### config.mk
export PLATFORM = sky130hd
export DESIGN_NAME = mmio_timer
export DESIGN_NICKNAME = d
export VERILOG_FILES = /design/src/rtl/mmio_timer.sv
export SDC_FILE = /design/constraint.sdc
export NUM_CORES = 1
export LEC_CHECK = 0
export ABC_AREA = 0
export ABC_CLOCK_PERIOD_IN_PS = 4400
export BUFFER_PORTS_ARGS = -buffer_cell sky130_fd_sc_hd__buf_2
export CORE_UTILIZATION = 60
export CTS_BUF_LIST = sky130_fd_sc_hd__clkbuf_4
export CTS_CLUSTER_SIZE = 30
export DETAILED_ROUTE_END_ITERATION = 10
export PLACE_DENSITY = 0.95
export SYNTH_ARGS = -nofsm -noshare
export SYNTH_HDL_FRONTEND = slang
export SYNTH_SLANG_ARGS = --single-unit
### constraint.sdc
create_clock -name clk -period 4.4 [get_ports clk]
set_input_delay 0.66 -clock clk [delete_from_list [all_inputs] [get_ports clk]]
set_output_delay 0.66 -clock clk [all_outputs]
set_load 0.01 [all_outputs]
### src/rtl/mmio_timer.sv
// Memory-mapped timer on the MEM-stage data bus: reloadable up-counter with a
// sticky interrupt flag, plus a free-running cycle counter.
module mmio_timer #(
  parameter logic [31:0] BASE_ADDR = 32'h40000000
) (
  input  logic        reset,
  input  logic        clk,
  input  logic        MemRead,
  input  logic        MemWrite,
  input  logic [31:0] Address,
  input  logic [31:0] Write_data,
  output logic [31:0] Read_data,
  output logic        irq
);

  logic [31:0] th;
  logic [31:0] tl;
  logic [31:0] systick;
  logic        en;
  logic        ie;
  logic        iflag;

  logic sel_th, sel_tl, sel_tcon, sel_systick;
  logic wr_th, wr_tl, wr_tcon;
  logic run;
  logic overflow;

  assign sel_th      = (Address == BASE_ADDR);
  assign sel_tl      = (Address == BASE_ADDR + 32'h4);
  assign sel_tcon    = (Address == BASE_ADDR + 32'h8);
  assign sel_systick = (Address == BASE_ADDR + 32'h14);

  assign wr_th   = MemWrite && sel_th;
  assign wr_tl   = MemWrite && sel_tl;
  assign wr_tcon = MemWrite && sel_tcon;

  // Clearing EN stops the counter on the same edge; setting EN starts it on the next one.
  assign run      = en && !(wr_tcon && !Write_data[0]);
  assign overflow = run && (tl == 32'hFFFFFFFF);

  always_ff @(posedge clk or posedge reset) begin
    if (reset) begin
      th      <= '0;
      tl      <= '0;
      systick <= '0;
      en      <= 1'b0;
      ie      <= 1'b0;
      iflag   <= 1'b0;
    end else begin
      systick <= systick + 32'd1;

      if (wr_th) th <= Write_data;

      if (wr_tl)         tl <= Write_data;
      else if (overflow) tl <= th;
      else if (run)      tl <= tl + 32'd1;

      if (wr_tcon) begin
        en <= Write_data[0];
        ie <= Write_data[1];
      end

      // Hardware set beats a simultaneous software clear; software can never set IF.
      if (overflow && ie) iflag <= 1'b1;
      else if (wr_tcon)   iflag <= Write_data[2] & iflag;
    end
  end

  always_comb begin
    Read_data = '0;
    if (MemRead) begin
      if (sel_th)           Read_data = th;
      else if (sel_tl)      Read_data = tl;
      else if (sel_tcon)    Read_data = {29'd0, iflag, ie, en};
      else if (sel_systick) Read_data = systick;
    end
  end

  assign irq = iflag & ie;

endmodule

==> flow_summary.toml <==
[status]
outcome = "finished clean"

[synth]
async_flop_share = 1.00
synth_flop_cell = "dfrtp_1"
synthesis.area_um2 = 6000
netlist_instances = 576
synth_top_area_share = 0.413
ys_ff_latch = 99
syn_avg_cell_area_um2 = 10.4
ys_warn_count = 0
synth_nets = 646
ys_types = 49
synth_edf_count = 0
synth_area_leaders = "dfrtp_1 (41%), mux2i_1 (8.3%), mux2_1 (5.6%)"
seq_area_frac_synth = 0.413
yosys.area.top_type = "dfrtp_1"

[worst_setup_path]
cp.arrival_ns = 3.88
cp-end-kind = "flop"
worst_setup_path_start_kind = "flop"
required_ns = 4.76
crit_chain = "ha_1, nand3_1, or2_4, nor4b_4, nand4_2, buf_4, mux2i_1, o21ai_0"
path_class = "flop to flop"
worst_path_max_delay_cell = "nand4_2"
cp_max_fo = 26
worst-path-buf-inv = 1
cp_slowest_stage_delay_ns = 0.89
crit_family = "simple AND/OR/NAND/NOR gates"

[floorplanning]
num_rows = 36
die-area_um2 = 10400
fp.dieW_um = 102
initial_core_util = 0.616
core-area_um2 = 9730
die_h_um = 102
ios = 101

[pwr]
sequentialPowerShare = 0.609
peakVddDrop_uv = 130
power_switching_mw = 0.383
power_frac_clock = 0.335
power-per-cell-area_nw_per_um2 = 222
intPower_mw = 1.11
p_leak_nw = 3.35
swShare = 0.256
combPwrFrac = 0.056

[final_layout]
multiInputGateArea_um2 = 3340
final_nets = 735
layout_common_cells = "buf_2 (100), dfrtp_1 (99), mux2i_1 (50), xnor2_1 (35), and2_1 (33)"
drive_above_1_share = 0.219
seq_area_um2 = 2480
syn2layout_area_growth_pct = 12.4
fill_cells = 709
antenna_cells = 0
final_util = 0.693
layout_commonest_cell = "buf_2"

[routing]
wl_met3_um = 1350
ant_nets = 0
first_iter_violations = 604
wl_per_cell_um = 20.3
drc = 0
wl_um = 16300
met2_length_um = 7980
vias_per_cell = 6.54
met1_length_um = 6510
drt-pass1-iter-count = 5
vias = 5253
highest_layer = "met4"

[global_routing]
grt_pass1_vias = 5336
grt_max_degree = 60
grt_use_total = 0.328
antenna_found_initial = 0
grt_pass1_wl_um = 26200
grt_overflow_total = 0

[clocking]
clockBufferDepth = 2
cts_buffers = 9
htreeDepth = 3
cts_tree = "done"
post_cts_buffers = 0
clk_latency_ns = 0.49
clockRootBuffer = "clkbuf_4"
cts.sinks = 99
cts_resized = 0
clk_pin_slew_ns = 0.16
hold_buffers = 0

[sta]
fin_crit_ns = 3.52
slew_headroom = 0.283
tns_ns = 0
hold_ws_ns = 0.235
setup_viol = 0
min_period_over_period = 0.801
final_max_slew_viol_count = 0
hold_violations = 0
skew_ns = 0.0161
fmax_mhz = 284
worst_pin_slew_ns = 1.07
rsz0062_at_grt = "no"

[run]
cap_violations = 0

[placement]
portBuffers = 100
gp_congestion = 0.894
dp_hpwl_um = 11100

[hold_path]
hold_class = "input port to async pin"
cell type report:
cell class,count,area share
multi-input combinational,434,0.495
sequential,99,0.368
timing repair buffer,111,0.0865
tap,133,0.0247
clock inverter,7,0.0102
clock buffer,9,0.0100
inverter,10,0.00575
through the flow:
| stage | total power, mW | instance area, µm² | cells | setup slack [ns] |
|---|---|---|---|---|
| floorplan | 0.961 | 6000 | 576 | 1.15 |
| global placement | 1.01 | 6600 | 787 | 1.10 |
| detailed placement | 1.01 | 6600 | 787 | 0.999 |
| CTS | 1.50 | 6740 | 803 | 0.960 |
| global route | 1.55 | 6740 | 803 | 0.758 |
| finish | 1.49 | 6740 | 803 | 0.878 |
power groups by stage:
stage	Combinational (mW)	Sequential [mW]	Clock, mW
after floorplan	0.0342	0.927	0
after global placement	0.0804	0.927	0
after detailed placement	0.0833	0.927	0
after CTS	0.0835	0.910	0.502
after global routing	0.0921	0.911	0.542
final	0.0831	0.910	0.501
logic make-up (layout without fill, tap and decap cells):
logic type | after synthesis | after routing | synth area share
fa+ha+maj | 2 | 2 | 0.00417
compound gates | 108 | 108 | 0.137
mux | 84 | 84 | 0.147
flops | 99 | 99 | 0.413
buf+inv | 43 | 137 | 0.0340
simple gates | 182 | 182 | 0.180
xor+xnor | 58 | 58 | 0.0847
flip-flops by register name (all words and copies together), names as in the netlist:
name,flops
iflag,1
en,1
tl,32
systick,32
ie,1
th,32
worst paths after layout:
kind,from,end,slack [ns],cells past startpoint
worst min-delay path,reset,iflag$_DFFE_PP0P_,0.24,2
worst max-delay path,tl[0]$_DFFE_PP0P_,tl[12]$_DFFE_PP0P_,0.88,8
worst min register to register,systick[31]$_DFF_PP0_,systick[31]$_DFF_PP0_,0.49,1
worst max register to register,tl[0]$_DFFE_PP0P_,tl[12]$_DFFE_PP0P_,0.88,8
min in group clk,Write_data[13],th[13]$_DFFE_PP0P_,0.40,2
max in group asynchronous,reset,tl[8]$_DFFE_PP0P_,2.93,3
Yosys cell counts (all sizes together), types with 13 or more instances:
cell type	instances
clkbuf	13
xnor2	35
mux2	34
buf	20
and2	33
dfrtp	99
o2bb2ai	28
nand2	23
nand3	32
a22oi	23
o21ai	25
nand4	16
xor2	23
nor2	30
mux2i	50
layer usage:
metal,vias up,track usage
met5,-,0
met4,0,0.162
met3,52,0.0588
met2,320,0.533
met1,2571,0.425
li1,2310,-
(Power assumes the default switching activity.)
